$ cat config.mk
export PLATFORM = sky130hd
export DESIGN_NAME = ad9361_rx_pair_packer_flat
export DESIGN_NICKNAME = d
export VERILOG_FILES = /design/src/rtl/ad9361_pkg.sv /design/src/rtl/ad9361_rx_pair_packer_if.sv /design/src/rtl/ad9361_sync_fifo.sv /design/src/rtl/ad9361_rx_pair_packer.sv /design/src/flat_wrapper.sv
export SDC_FILE = /design/constraint.sdc
export NUM_CORES = 1
export LEC_CHECK = 0
export BUFFER_PORTS_ARGS = -buffer_cell sky130_fd_sc_hd__buf_4
export CAP_MARGIN = 25
export CORE_ASPECT_RATIO = 0.75
export CORE_MARGIN = 5
export CORE_UTILIZATION = 55
export CTS_BUF_LIST = sky130_fd_sc_hd__clkbuf_16
export CTS_CLUSTER_SIZE = 28
export DETAILED_ROUTE_END_ITERATION = 16
export HOLD_SLACK_MARGIN = 0.12
export PLACE_DENSITY = 0.7
export SLEW_MARGIN = 20
export SYNTH_ARGS = -nofsm -noshare
export SYNTH_HDL_FRONTEND = slang
export SYNTH_SLANG_ARGS = --single-unit
$ cat constraint.sdc
create_clock -name clk -period 6.5 [get_ports clk]
set_clock_uncertainty 0.15 [all_clocks]
set_input_delay 1.3 -clock clk [delete_from_list [all_inputs] [get_ports clk]]
set_output_delay 1.3 -clock clk [all_outputs]
set_load 0.02 [all_outputs]
$ cat src/rtl/ad9361_pkg.sv
// rtl/ad9361_pkg.sv - shared widths, pairing states and sign extension for the AD9361 RX packer
//
// Purpose: common definitions used by the RX pair packer and its stream interface.
//   SAMPLE_W : raw converter sample width
//   COMP_W   : width of one packed component after sign extension
//   PACK_W   : width of one packed dual-channel word {q1, i1, q0, i0}
package ad9361_pkg;

    localparam int SAMPLE_W = 12;
    localparam int COMP_W   = 16;
    localparam int PACK_W   = 64;

    typedef enum logic {
        IDLE = 1'b0,
        HALF = 1'b1
    } pair_state_e;

    function automatic logic [COMP_W-1:0] sign_ext(input logic [SAMPLE_W-1:0] s);
        return {{(COMP_W - SAMPLE_W){s[SAMPLE_W-1]}}, s};
    endfunction

endpackage

$ cat src/rtl/ad9361_rx_pair_packer_if.sv
// rtl/ad9361_rx_pair_packer_if.sv - packed-word ready/valid stream toward capture/DMA logic
//
// Purpose: carries packed dual-channel words out of the RX pair packer.
// Signals:
//   m_data  : packed word {q1, i1, q0, i0}, 16 bits each
//   m_valid : m_data holds a word
//   m_ready : consumer accepts; a word moves when m_valid && m_ready
// Modports: master (packer side), slave (consumer side).
interface ad9361_rx_pair_packer_if;
    import ad9361_pkg::*;

    logic [PACK_W-1:0] m_data;
    logic              m_valid;
    logic              m_ready;

    modport master (output m_data, output m_valid, input m_ready);
    modport slave  (input m_data, input m_valid, output m_ready);

endinterface

$ cat src/rtl/ad9361_sync_fifo.sv
// rtl/ad9361_sync_fifo.sv - generic single-clock first-word-fall-through FIFO with count
//
// Purpose: buffers words between a push side and a registered ready/valid output.
// Ports:
//   clk, rst          : clock, asynchronous active-high reset
//   s_tdata/s_tvalid  : push side; a word is written when s_tvalid && s_tready
//   s_tready          : high while count < DEPTH (a same-cycle pop does not help)
//   m_tdata/m_tvalid  : registered output word
//   m_tready          : consumer accepts; pop when m_tvalid && m_tready
//   count             : occupancy, output register included
module ad9361_sync_fifo #(
    parameter int WIDTH = 64,
    parameter int DEPTH = 16
) (
    input  logic                     clk,
    input  logic                     rst,
    input  logic [WIDTH-1:0]         s_tdata,
    input  logic                     s_tvalid,
    output logic                     s_tready,
    output logic [WIDTH-1:0]         m_tdata,
    output logic                     m_tvalid,
    input  logic                     m_tready,
    output logic [$clog2(DEPTH):0]   count
);

    localparam int AW = $clog2(DEPTH);
    localparam logic [AW:0] FULL_LEVEL = (AW + 1)'(DEPTH);

    logic [WIDTH-1:0] mem_q [DEPTH];
    logic [AW-1:0]    wr_ptr_q, wr_ptr_d;
    logic [AW-1:0]    rd_ptr_q, rd_ptr_d;
    logic [AW:0]      mem_count_q, mem_count_d;
    logic             out_valid_q, out_valid_d;
    logic [WIDTH-1:0] out_data_q, out_data_d;
    logic             push, pop, load;

    always_comb begin
        count       = mem_count_q + {{AW{1'b0}}, out_valid_q};
        s_tready    = (count < FULL_LEVEL);
        push        = s_tvalid & s_tready;
        pop         = out_valid_q & m_tready;
        // The output register refills from storage whenever it is empty or being popped.
        load        = (mem_count_q != '0) & (~out_valid_q | pop);

        wr_ptr_d    = push ? wr_ptr_q + 1'b1 : wr_ptr_q;
        rd_ptr_d    = load ? rd_ptr_q + 1'b1 : rd_ptr_q;
        mem_count_d = mem_count_q + {{AW{1'b0}}, push} - {{AW{1'b0}}, load};
        out_valid_d = load | (out_valid_q & ~pop);
        out_data_d  = load ? mem_q[rd_ptr_q] : out_data_q;

        m_tdata     = out_data_q;
        m_tvalid    = out_valid_q;
    end

    always_ff @(posedge clk) begin
        if (push) begin
            mem_q[wr_ptr_q] <= s_tdata;
        end
    end

    always_ff @(posedge clk or posedge rst) begin
        if (rst) begin
            wr_ptr_q    <= '0;
            rd_ptr_q    <= '0;
            mem_count_q <= '0;
            out_valid_q <= 1'b0;
            out_data_q  <= '0;
        end else begin
            wr_ptr_q    <= wr_ptr_d;
            rd_ptr_q    <= rd_ptr_d;
            mem_count_q <= mem_count_d;
            out_valid_q <= out_valid_d;
            out_data_q  <= out_data_d;
        end
    end

endmodule

$ cat src/rtl/ad9361_rx_pair_packer.sv
// rtl/ad9361_rx_pair_packer.sv - pairs AD9361 channel strobes into packed, buffered 64-bit words
//
// Purpose: pairs channel-0 and channel-1 strobes of one RX frame, sign-extends each
// 12-bit component to 16 bits, buffers the packed word and streams it out.
// Ports:
//   clk, rst                   : RX sample clock, asynchronous active-high reset
//   en                         : capture enable; low forces pairing to IDLE
//   clr_stats                  : clears overflow, drop_count, misalign_count
//   valid_0, data_i0, data_q0  : channel-0 strobe and sample
//   valid_1, data_i1, data_q1  : channel-1 strobe and sample
//   m_axis                     : packed-word stream (m_data, m_valid, m_ready)
//   fifo_count                 : buffered words, output register included
//   overflow                   : sticky, set on any pair lost to a full FIFO
//   drop_count, misalign_count : saturating statistics
module ad9361_rx_pair_packer
    import ad9361_pkg::*;
#(
    parameter int FIFO_DEPTH = 16,
    parameter int CNT_WIDTH  = 16
) (
    input  logic                          clk,
    input  logic                          rst,
    input  logic                          en,
    input  logic                          clr_stats,
    input  logic                          valid_0,
    input  logic [SAMPLE_W-1:0]           data_i0,
    input  logic [SAMPLE_W-1:0]           data_q0,
    input  logic                          valid_1,
    input  logic [SAMPLE_W-1:0]           data_i1,
    input  logic [SAMPLE_W-1:0]           data_q1,
    ad9361_rx_pair_packer_if.master       m_axis,
    output logic [$clog2(FIFO_DEPTH):0]   fifo_count,
    output logic                          overflow,
    output logic [CNT_WIDTH-1:0]          drop_count,
    output logic [CNT_WIDTH-1:0]          misalign_count
);

    pair_state_e         state_q, state_d;
    logic [SAMPLE_W-1:0] held_i_q, held_i_d;
    logic [SAMPLE_W-1:0] held_q_q, held_q_d;
    logic                pack_valid_q, pack_valid_d;
    logic [PACK_W-1:0]   pack_data_q, pack_data_d;
    logic                overflow_q, overflow_d;
    logic [CNT_WIDTH-1:0] drop_count_q, drop_count_d;
    logic [CNT_WIDTH-1:0] misalign_count_q, misalign_count_d;

    logic                pair_valid;
    logic [SAMPLE_W-1:0] pair_i0, pair_q0;
    logic                misalign_inc;
    logic                drop_inc;
    logic                fifo_s_tready;

    // Pairing FSM and pack stage.
    always_comb begin
        state_d      = state_q;
        held_i_d     = held_i_q;
        held_q_d     = held_q_q;
        pair_valid   = 1'b0;
        pair_i0      = data_i0;
        pair_q0      = data_q0;
        misalign_inc = 1'b0;

        if (!en) begin
            state_d  = IDLE;
            held_i_d = '0;
            held_q_d = '0;
        end else begin
            case (state_q)
                IDLE: begin
                    if (valid_0 && valid_1) begin
                        pair_valid = 1'b1;
                    end else if (valid_0) begin
                        held_i_d = data_i0;
                        held_q_d = data_q0;
                        state_d  = HALF;
                    end else if (valid_1) begin
                        misalign_inc = 1'b1;
                    end
                end
                HALF: begin
                    if (valid_1) begin
                        // Channel 1 closes the held half; a coincident channel 0 opens the next frame.
                        pair_valid = 1'b1;
                        pair_i0    = held_i_q;
                        pair_q0    = held_q_q;
                        if (valid_0) begin
                            held_i_d = data_i0;
                            held_q_d = data_q0;
                        end else begin
                            state_d = IDLE;
                        end
                    end else if (valid_0) begin
                        held_i_d     = data_i0;
                        held_q_d     = data_q0;
                        misalign_inc = 1'b1;
                    end
                end
                default: state_d = IDLE;
            endcase
        end

        pack_valid_d = pair_valid;
        pack_data_d  = pair_valid ? {sign_ext(data_q1), sign_ext(data_i1),
                                     sign_ext(pair_q0), sign_ext(pair_i0)}
                                  : pack_data_q;
    end

    // Statistics; clr_stats overrides a coincident increment.
    always_comb begin
        drop_inc         = pack_valid_q & ~fifo_s_tready;
        overflow_d       = overflow_q;
        drop_count_d     = drop_count_q;
        misalign_count_d = misalign_count_q;

        if (clr_stats) begin
            overflow_d       = 1'b0;
            drop_count_d     = '0;
            misalign_count_d = '0;
        end else begin
            if (drop_inc) begin
                overflow_d = 1'b1;
                if (drop_count_q != '1) begin
                    drop_count_d = drop_count_q + CNT_WIDTH'(1);
                end
            end
            if (misalign_inc && (misalign_count_q != '1)) begin
                misalign_count_d = misalign_count_q + CNT_WIDTH'(1);
            end
        end
    end

    always_ff @(posedge clk or posedge rst) begin
        if (rst) begin
            state_q          <= IDLE;
            held_i_q         <= '0;
            held_q_q         <= '0;
            pack_valid_q     <= 1'b0;
            pack_data_q      <= '0;
            overflow_q       <= 1'b0;
            drop_count_q     <= '0;
            misalign_count_q <= '0;
        end else begin
            state_q          <= state_d;
            held_i_q         <= held_i_d;
            held_q_q         <= held_q_d;
            pack_valid_q     <= pack_valid_d;
            pack_data_q      <= pack_data_d;
            overflow_q       <= overflow_d;
            drop_count_q     <= drop_count_d;
            misalign_count_q <= misalign_count_d;
        end
    end

    ad9361_sync_fifo #(
        .WIDTH (PACK_W),
        .DEPTH (FIFO_DEPTH)
    ) u_fifo (
        .clk      (clk),
        .rst      (rst),
        .s_tdata  (pack_data_q),
        .s_tvalid (pack_valid_q),
        .s_tready (fifo_s_tready),
        .m_tdata  (m_axis.m_data),
        .m_tvalid (m_axis.m_valid),
        .m_tready (m_axis.m_ready),
        .count    (fifo_count)
    );

    assign overflow       = overflow_q;
    assign drop_count     = drop_count_q;
    assign misalign_count = misalign_count_q;

endmodule

$ cat src/flat_wrapper.sv
// flat-port wrapper written by rule: the top's interface ports become plain ports
module ad9361_rx_pair_packer_flat import ad9361_pkg::*;
#(
    parameter int FIFO_DEPTH = 16,
    parameter int CNT_WIDTH  = 16
)
  (clk, rst, en, clr_stats, valid_0, data_i0, data_q0, valid_1, data_i1, data_q1, fifo_count, overflow, drop_count, misalign_count, m_axis_m_data, m_axis_m_valid, m_axis_m_ready);
  ad9361_rx_pair_packer_if m_axis_i ();
  input  logic clk;
  input  logic rst;
  input  logic en;
  input  logic clr_stats;
  input  logic valid_0;
  input  logic [SAMPLE_W-1:0] data_i0;
  input  logic [SAMPLE_W-1:0] data_q0;
  input  logic valid_1;
  input  logic [SAMPLE_W-1:0] data_i1;
  input  logic [SAMPLE_W-1:0] data_q1;
  output logic [$clog2(FIFO_DEPTH):0] fifo_count;
  output logic overflow;
  output logic [CNT_WIDTH-1:0] drop_count;
  output logic [CNT_WIDTH-1:0] misalign_count;
  output wire logic [$bits(m_axis_i.m_data)-1:0] m_axis_m_data;
  output wire logic [$bits(m_axis_i.m_valid)-1:0] m_axis_m_valid;
  input wire logic [$bits(m_axis_i.m_ready)-1:0] m_axis_m_ready;
  assign m_axis_m_data = m_axis_i.m_data;
  assign m_axis_m_valid = m_axis_i.m_valid;
  assign m_axis_i.m_ready = m_axis_m_ready;
  ad9361_rx_pair_packer #(.FIFO_DEPTH(FIFO_DEPTH), .CNT_WIDTH(CNT_WIDTH)) u_core (.clk(clk), .rst(rst), .en(en), .clr_stats(clr_stats), .valid_0(valid_0), .data_i0(data_i0), .data_q0(data_q0), .valid_1(valid_1), .data_i1(data_i1), .data_q1(data_q1), .m_axis(m_axis_i), .fifo_count(fifo_count), .overflow(overflow), .drop_count(drop_count), .misalign_count(misalign_count));
endmodule
==> impl_results.rst, run 1 <==
.. list-table::
   :header-rows: 1

   * - Metric
     - Value
   * - Global-route wire length before repair
     - roughly 120000 um
   * - Flip-flop and latch count after synthesis
     - approximately 940
   * - Antenna violations before repair
     - 1
   * - Share of final-layout standard cells stronger than drive strength 1
     - ~27%
   * - Portion of synthesized cell area occupied by the leading cell type
     - between 60% and 70%
   * - Number of synthesized flops with an enable pin
     - about 770
   * - Final Setup Violations
     - 0
   * - Type of element launching the critical path
     - flop
   * - Kind of critical path
     - reg -> reg
   * - FF+latch area
     - around 27000 um^2
   * - Post-CTS setup buffer count
     - 0
   * - Maximum number of pins on one net before global-route repair
     - 83
   * - Residual DRC
     - 0
   * - Leakage power total
     - between 10 and 15 nW
   * - Die X-Extent
     - between 300 and 400 um
   * - Hold crit path type
     - reg -> reg
   * - Source of the worst hold timing path
     - u_core.held_i_q[1]
   * - Synth Area per Inst
     - about 19 um^2
   * - Routability congestion estimate from global placement
     - roughly 0.83
   * - Initial core utilization
     - 55.6%
   * - Number of vias per cell
     - between 6 and 7
   * - Number of buffers added on ports
     - ~160
   * - Instance count along the most critical hold path
     - 2
   * - Worst rel slew slack
     - between 30 and 40%
   * - Crit. End Element
     - flop
   * - Result of the run
     - finished, final reports clean
   * - Gate count of the mapped netlist
     - roughly 1900
   * - Routed length per instance
     - between 20 and 30 um
   * - Top area cells in the synthesized netlist
     - sky130_fd_sc_hd__edfxtp_1 63%, sky130_fd_sc_hd__mux4_2 12%, sky130_fd_sc_hd__dfrtp_1 12%, sky130_fd_sc_hd__o22ai_1 1.9%, sky130_fd_sc_hd__nand2_1 1.6%
   * - Min Tclk post-route
     - between 3 and 4 ns
   * - Post-synthesis to final-layout area growth
     - 13.2%
   * - Main synth FF type
     - sky130_fd_sc_hd__edfxtp_1
   * - Total detailed-routing wirelength
     - about 81000 um
   * - Sequential element share of the synthesized area
     - 75.1%
   * - Slowest-stage cell, CP
     - sky130_fd_sc_hd__and2_2
   * - Total negative setup slack
     - 0 ns
   * - CTS tree
     - yes
   * - Number of global-route vias before repair
     - slightly below 20000
   * - Terminating pin of the worst hold path
     - u_core.held_i_q[1]
   * - DRT antenna net count
     - 0
   * - Multi-input gate area in the final layout
     - ~8400 um^2
   * - Initial DRT Pass Iterations
     - 5
   * - Dominant cell type by area after synthesis
     - sky130_fd_sc_hd__edfxtp_1
   * - Number of buffers created by CTS
     - 87
   * - Worst flop-to-flop path endpoint
     - u_core.u_fifo.mem_q[10][2]
   * - Cell repeated most along the worst path
     - sky130_fd_sc_hd__ha_1
   * - Deepest clock path buffer count
     - 3
   * - Max Slew Vio Count
     - 0
   * - Deepest level of the CTS H-tree
     - 3
   * - CTS root buf
     - sky130_fd_sc_hd__clkbuf_16
   * - Floorplan die area
     - 71400 um^2
   * - Total number of vias
     - 18700
   * - Antenna cells
     - 0
   * - Clock sink total
     - roughly 940
   * - Detailed placement HPWL
     - around 45000 um
   * - Worst Path Max Fanout
     - 27
   * - Max-cap check violation count
     - 0
   * - Setup slack, reg-to-reg
     - 2.70 ns
   * - Placeable Area
     - 65400 um^2
   * - Proportion of register bits with asynchronous set or reset after synthesis
     - between 10% and 20%
   * - Post-detailed-placement cell area
     - around 38000 um^2
   * - Top-Level Pins
     - about 160
   * - Crit path buf inv count
     - 2
   * - RR Startpoint
     - u_core.u_fifo.m_tvalid
   * - Setup repair after global routing missed its margin
     - no
   * - Reg clk slew, reported paths
     - around 0.060 ns
   * - Final cycle utilization of the critical path
     - 58.4%
   * - Cell depth of the worst flop-to-flop path
     - 8
   * - Maximum VDD drop
     - about 0.27 mV
   * - Slew of the pin with the lowest slew margin
     - approximately 0.95 ns
   * - Global-route total usage across every layer
     - 22.9%
   * - Net count after synthesis
     - ~2000
   * - Highest Clock Rate
     - approximately 0.26 GHz
   * - Launch point of the worst path
     - u_core.u_fifo.m_tvalid
   * - Cells along the critical path
     - ha_1 > ha_1 > and3b_2 > nor3b_4 > inv_2 > nor3b_1 > and2_2 > buf_4
   * - Number of hold violations in the final report
     - 0
   * - Number of different library cells in the post-synthesis netlist
     - 63
   * - Die outline height
     - approximately 230 um
   * - Worst path top cell family by delay
     - simple AND/OR/NAND/NOR gates
   * - Row Count
     - 81
   * - Grt total ovfl
     - 0
   * - Share of the core filled with cells
     - between 60% and 70%
   * - Total power divided by cell area
     - between 400 and 500 nW/um^2
   * - Crit path arrival time
     - 3.92 ns
   * - Worst endpoint required time
     - approximately 6.6 ns
   * - Post-synth design cell area
     - 36300 um^2
   * - DRT iter0 DRCs
     - 1903
   * - Count of fill cells added during filler insertion
     - 4485
   * - Post-cts resize count
     - 0
   * - Final design instance area without fill
     - about 41000 um^2
   * - Post-CTS Hold Fix Bufs
     - 0
   * - Total of warnings raised by yosys
     - 0
   * - Clock latency on the worst-skew pair
     - ~0.63 ns
   * - Biggest cell delay along the critical path
     - 0.79 ns
   * - Number of nets in the final layout
     - roughly 2200
==> worst max path at each step <==
stage / endpoint / depth (start not counted)
finish: u_core.u_fifo.mem_q[10][2] / 8
global route: u_core.u_fifo.mem_q[10][2] / 8
CTS: u_core.u_fifo.mem_q[8][1] / 8
detailed placement: u_core.u_fifo.mem_count_q[4] / 12
global placement: u_core.u_fifo.mem_count_q[4] / 12
floorplan: u_core.drop_count[0] / 1
==> flip-flops by register name, indices dropped and copies added (netlist names), 4 cells and up <==
signal                     flops
u_core.u_fifo.mem_q          768
u_core.pack_data_q            48
u_core.u_fifo.m_tdata         48
u_core.drop_count             16
u_core.misalign_count         16
u_core.held_i_q               12
u_core.held_q_q               12
u_core.u_fifo.mem_count_q      5
u_core.u_fifo.rd_ptr_q         4
u_core.u_fifo.wr_ptr_q         4
==> logic make-up after synthesis <==
family / synth area share [%]
adders and majority gates: 0.640
buffers and inverters: 1.89
and+or+nand+nor: 4.24
xor gates and xnor gates: 0.289
DFF: 75.1
muxes: 13.8
AOI/OAI and AO/OA: 4.04
==> layout make-up <==
cell class	count	area share [%]
clock buffer	91	5.53
clock inverter	69	1.23
inverter	18	0.182
multi-input combinational	842	20.4
sequential	937	66.3
tap	871	2.65
timing repair buffer	192	3.64
==> cells in the final DEF, fill, tap and decap left out, types with 4 or more instances in the layout <==
cell type,n
sky130_fd_sc_hd__nor4_1,4
sky130_fd_sc_hd__nor2b_1,13
sky130_fd_sc_hd__a21oi_1,20
sky130_fd_sc_hd__nand4_1,8
sky130_fd_sc_hd__or3_1,4
sky130_fd_sc_hd__a211oi_1,5
sky130_fd_sc_hd__clkbuf_16,91
sky130_fd_sc_hd__inv_1,37
sky130_fd_sc_hd__or4_1,8
sky130_fd_sc_hd__o22ai_1,110
sky130_fd_sc_hd__nand2_1,158
sky130_fd_sc_hd__bufinv_16,7
sky130_fd_sc_hd__clkinvlp_4,4
sky130_fd_sc_hd__nor2_1,69
sky130_fd_sc_hd__clkinv_2,13
sky130_fd_sc_hd__nand3_1,12
sky130_fd_sc_hd__o21ai_0,42
sky130_fd_sc_hd__xnor2_1,8
sky130_fd_sc_hd__o21ai_1,14
sky130_fd_sc_hd__clkinv_1,19
sky130_fd_sc_hd__ha_1,17
sky130_fd_sc_hd__mux2_2,39
sky130_fd_sc_hd__mux2_1,12
sky130_fd_sc_hd__and3_1,5
sky130_fd_sc_hd__buf_4,188
sky130_fd_sc_hd__mux2i_1,12
sky130_fd_sc_hd__mux4_2,192
sky130_fd_sc_hd__dfrtp_1,166
sky130_fd_sc_hd__a221oi_1,10
sky130_fd_sc_hd__nor3_1,4
sky130_fd_sc_hd__o41ai_1,5
sky130_fd_sc_hd__xor2_1,4
sky130_fd_sc_hd__and2_2,16
sky130_fd_sc_hd__o31ai_1,6
sky130_fd_sc_hd__edfxtp_1,768
==> per-layer routing <==
metal	wire length (um)	vias up	track usage (%)
met4	1180	0	4.17
li1	-	8012	-
met2	39500	678	36.8
met5	0	-	0
met1	35200	9928	34.2
met3	4960	96	3.93
==> synth_stat cells (16+ instances only) <==
master,n
sky130_fd_sc_hd__o21ai_0,42
sky130_fd_sc_hd__mux2_2,39
sky130_fd_sc_hd__nand2_1,158
sky130_fd_sc_hd__clkbuf_1,41
sky130_fd_sc_hd__o22ai_1,110
sky130_fd_sc_hd__a21oi_1,20
sky130_fd_sc_hd__nor2_1,70
sky130_fd_sc_hd__edfxtp_1,768
sky130_fd_sc_hd__mux4_2,192
sky130_fd_sc_hd__ha_1,17
sky130_fd_sc_hd__buf_4,24
sky130_fd_sc_hd__dfrtp_1,169
sky130_fd_sc_hd__inv_1,16
sky130_fd_sc_hd__buf_2,38
sky130_fd_sc_hd__and2_1,17
==> worst register-to-register path: stages, from the launching register on <==
cell and delay [ns]:
sky130_fd_sc_hd__dfrtp_1 0.42, sky130_fd_sc_hd__ha_1 0.24, sky130_fd_sc_hd__ha_1 0.26, sky130_fd_sc_hd__and3b_2 0.27
sky130_fd_sc_hd__nor3b_4 0.34, sky130_fd_sc_hd__inv_2 0.11, sky130_fd_sc_hd__nor3b_1 0.37, sky130_fd_sc_hd__and2_2 0.79
sky130_fd_sc_hd__buf_4 0.51
==> power breakdown <==
group          leakage, nW  switching [mW]  internal (mW)
combinational         3.71            2.00           1.95
clock                 1.44            2.14           2.81
sequential            9.07           0.610           7.07
==> through the flow <==
step / hold WS [ns] / std cells / power (mW) / worst slack [ns]
global placement: 0.314 / 2858 / 11.7 / 2.65
finish: 0.335 / 3020 / 16.6 / 2.70
global route: 0.371 / 3020 / 17.3 / 2.47
detailed placement: 0.323 / 2859 / 11.8 / 2.68
CTS: 0.337 / 3019 / 16.7 / 2.67
floorplan: 0.300 / 1915 / 10.5 / 0.475
No activity file was read; power rests on OpenSTA's default activity.
==> run 2: changes to the inputs <==
==> constraint.sdc (replaced) <==
create_clock -name clk -period 3.7 [get_ports clk]
set_clock_uncertainty 0.15 [all_clocks]
set_input_delay 0.74 -clock clk [delete_from_list [all_inputs] [get_ports clk]]
set_output_delay 0.74 -clock clk [all_outputs]
set_load 0.02 [all_outputs]
==> run 2 against run 1 <==
Effect of this change: register-to-register slack lost 2.3 ns; via count rose by 0.47%; highest routed layer unchanged; clock power up 74%; design area up 1.4%; combinational power is 76% higher; largest cell class unchanged; non-clock buffer count grew 33; core utilization rose by 0.88 points; critical path type unchanged.
==> impl_results.rst, run 2 (synthesis results as in run 1) <==
.. list-table::
   :header-rows: 1

   * - Metric
     - Value
   * - Result of the run
     - finished, final reports clean
   * - Initial DRT Pass Iterations
     - 5 (unchanged)
   * - Count of fill cells added during filler insertion
     - 4448 (-0.82%)
   * - Total detailed-routing wirelength
     - 79200 um (-2.0%)
   * - Residual DRC
     - 0 (unchanged)
   * - CTS root buf
     - sky130_fd_sc_hd__clkbuf_16
   * - Detailed placement HPWL
     - 43300 um (-4.2%)
   * - Global-route wire length before repair
     - 120000 um (-1.7%)
   * - Worst endpoint required time
     - 4.11 ns (-2.51 ns)
   * - Crit. End Element
     - flop
   * - Internal cell power
     - 20.8 mW (+76%)
   * - Cell repeated most along the worst path
     - sky130_fd_sc_hd__ha_1
   * - Dpl ws
     - 0.448 ns (-2.23 ns)
   * - Worst path setup slack after routing
     - 0.449 ns (-2.25 ns)
   * - Maximum VDD drop
     - 0.542 mV (+100%)
   * - Total negative setup slack
     - 0 ns (unchanged)
   * - Crit path arrival time
     - 3.66 ns (-0.26 ns)
   * - Number of nets in the final layout
     - 2185 (+1.6%)
   * - Routability congestion estimate from global placement
     - 0.834 (+0.35%)
   * - FF+latch area
     - 27300 um^2 (unchanged)
   * - Type of element launching the critical path
     - flop
   * - Deepest clock path buffer count
     - 3 (unchanged)
   * - Setup repair after global routing missed its margin
     - no
   * - Clock sink total
     - 937 (unchanged)
   * - Placeable Area
     - 65400 um^2 (unchanged)
   * - Largest register FFs
     - 768 (unchanged)
   * - Multi-input gate area in the final layout
     - 8400 um^2 (about the same)
   * - Share of total power in the clock network
     - 29.6% (-0.3 points)
   * - Antenna cells
     - 0 (unchanged)
   * - Switching pwr
     - 8.36 mW (+76%)
   * - Switching power as a share of total power
     - 28.7% (about the same)
   * - Floorplan die area
     - 71400 um^2 (unchanged)
   * - Biggest cell delay along the critical path
     - 0.43 ns (-0.36 ns)
   * - Min Tclk post-route
     - 3.25 ns (-0.547 ns)
   * - Highest Clock Rate
     - 0.308 GHz (+17%)
   * - Reg clk slew, reported paths
     - 0.06 ns (about the same)
   * - Worst path top cell family by delay
     - adder cells
   * - Number of hold violations in the final report
     - 0 (unchanged)
   * - Global-route total usage across every layer
     - 22.4% (-0.46 points)
   * - Hold slack
     - 0.164 ns (-0.171 ns)
   * - Total power divided by cell area
     - 698 nW/um^2 (+73%)
   * - Routed length per instance
     - 25.9 um (-3.2%)
   * - Row Count
     - 81 (unchanged)
   * - Most used cells in the layout excluding fill and tap cells
     - 768 x sky130_fd_sc_hd__edfxtp_1, 192 x sky130_fd_sc_hd__mux4_2, 177 x sky130_fd_sc_hd__buf_4, 166 x sky130_fd_sc_hd__dfrtp_1, 158 x sky130_fd_sc_hd__nand2_1
   * - Initial core utilization
     - 55.6% (unchanged)
   * - Hold crit path type
     - in -> reg
   * - Max Slew Vio Count
     - 0 (unchanged)
   * - Leading cell type in the layout, fill and taps excluded
     - sky130_fd_sc_hd__edfxtp_1
   * - Post-synthesis to final-layout area growth
     - 14.8%
   * - Clock latency on the worst-skew pair
     - 0.64 ns (about the same)
   * - Crit path buf inv count
     - 2 (unchanged)
   * - Slew of the pin with the lowest slew margin
     - 0.931 ns (-0.0226 ns)
   * - Worst rel slew slack
     - 38.0% (+1.5 points)
   * - Grt total ovfl
     - 0 (unchanged)
   * - Number of buffers added on ports
     - 157 (unchanged)
   * - Number of vias per cell
     - 6.15 (-0.75%)
   * - Share of final-layout standard cells stronger than drive strength 1
     - 27.2% (+0.14 points)
   * - Number of buffers created by CTS
     - 88 (+1.1%)
   * - Final Setup Violations
     - 0 (unchanged)
   * - Deepest level of the CTS H-tree
     - 3 (unchanged)
   * - Worst Path Max Fanout
     - 7 (-74%)
   * - Antenna violations before repair
     - 1 (unchanged)
   * - Top-Level Pins
     - 158 (unchanged)
   * - Leakage power total
     - 14.4 nW (+1.5%)
   * - CTS tree
     - yes
   * - Cells along the critical path
     - ha_1 > ha_1 > and3b_2 > nor3b_4 > inv_2 > ha_1 > inv_1 > ha_1 > fa_1 > a21oi_1 > nor2_1 > nor2_1 > xnor2_1
   * - Die outline height
     - 233 um (unchanged)
   * - Max-cap check violation count
     - 0 (unchanged)
   * - Number of global-route vias before repair
     - 19300 (-0.11%)
   * - Combinational cell fraction of total power
     - 23.8% (about the same)
   * - Reg with most FFs
     - u_core.u_fifo.mem_q
   * - Total number of vias
     - 18800 (+0.47%)
   * - Die X-Extent
     - 307 um (unchanged)
   * - Post-CTS setup buffer count
     - 0 (unchanged)
   * - Maximum number of pins on one net before global-route repair
     - 73 (-12%)
   * - Kind of critical path
     - reg -> reg
   * - Share of power burned in registers
     - 46.6% (+0.3 points)
   * - DRT iter0 DRCs
     - 1616 (-15%)
   * - Final cycle utilization of the critical path
     - 87.9% (+29 points)
   * - DRT antenna net count
     - 0 (unchanged)
   * - Slowest-stage cell, CP
     - sky130_fd_sc_hd__fa_1
[run 2: changes by cell type in the layout (fill, tap and decap cells not counted), moves of 2 or more]
| cell | delta |
|---|---|
| sky130_fd_sc_hd__dlygate4sd3_1 | +19 |
| sky130_fd_sc_hd__clkinv_2 | -3 |
| sky130_fd_sc_hd__clkinv_1 | +2 |
| sky130_fd_sc_hd__clkinvlp_4 | +3 |
| sky130_fd_sc_hd__inv_6 | +4 |
| sky130_fd_sc_hd__buf_12 | +26 |
| sky130_fd_sc_hd__buf_4 | -11 |
| sky130_fd_sc_hd__clkbuf_16 | -2 |
| sky130_fd_sc_hd__inv_1 | +2 |
[run 2: power groups by stage]
stage | logic, mW | registers [mW] | clock network, mW
2_1_floorplan | 5.08 | 13.4 | 0
3_3_place_gp | 6.90 | 13.7 | 0
3_5_place_dp | 6.99 | 13.8 | 0
4_1_cts | 7.06 | 13.6 | 8.77
5_1_grt | 7.47 | 13.7 | 9.23
6_report | 6.94 | 13.6 | 8.62
[run 2: stage by stage]
| step | cell area, um^2 | power, mW | util, % | cells |
|---|---|---|---|---|
| after floorplan | 36300 | 18.5 | - | 1915 |
| after global placement | 38800 | 20.6 | 59.3 | 2874 |
| after detailed placement | 38800 | 20.8 | 59.3 | 2874 |
| after CTS | 41700 | 29.4 | 63.8 | 3057 |
| after global routing | 41700 | 30.4 | 63.8 | 3057 |
| final | 41700 | 29.1 | 63.8 | 3057 |
[run 2: tightest hold or removal path, stage by stage]
cell and delay, ns:
sky130_fd_sc_hd__buf_4 0.08, sky130_fd_sc_hd__nand2_1 0.05, sky130_fd_sc_hd__nand2_1 0.05
[run 2: what timing repair did]
action | CTS | global route
gates resized for setup | 0 | 0
hold buffers | 19 | 0
hold endpoints to repair | 45 | 0
[run 2: per-layer routing]
metal | up-vias | GRT usage, % | share of wire, %
met5 | - | 0 | 0
met4 | 0 | 5.52 | 2.0
met3 | 110 | 3.79 | 6.5
met2 | 690 | 35.2 | 48
met1 | 9931 | 33.8 | 44
li1 | 8071 | - | -
[run 2: area by class of cell]
cell class	instances	share of cell area (%)
clock buffers	89	5.34
repair buffers	225	5.03
well taps	871	2.61
multi-input cells	842	20.1
inverters	18	0.171
clock inverters	75	1.30
flip-flops and latches	937	65.4
[run 2: path summary, 6_finish.rpt]
check	slack, ns	endpoint	from	cells past startpoint
worst max-delay path	0.45	u_core.u_fifo.mem_count_q[4]	u_core.u_fifo.mem_count_q[0]	13
min in group asynchronous	0.66	u_core.pack_data_q[7]	rst	3
max in group asynchronous	1.93	u_core.u_fifo.rd_ptr_q[2]	rst	4
worst min-delay path	0.16	u_core.pack_data_q[51]	data_q1[3]	3
worst max register to register	0.45	u_core.u_fifo.mem_count_q[4]	u_core.u_fifo.mem_count_q[0]	13
worst min register to register	0.33	u_core.held_i_q[9]	u_core.held_i_q[9]	2
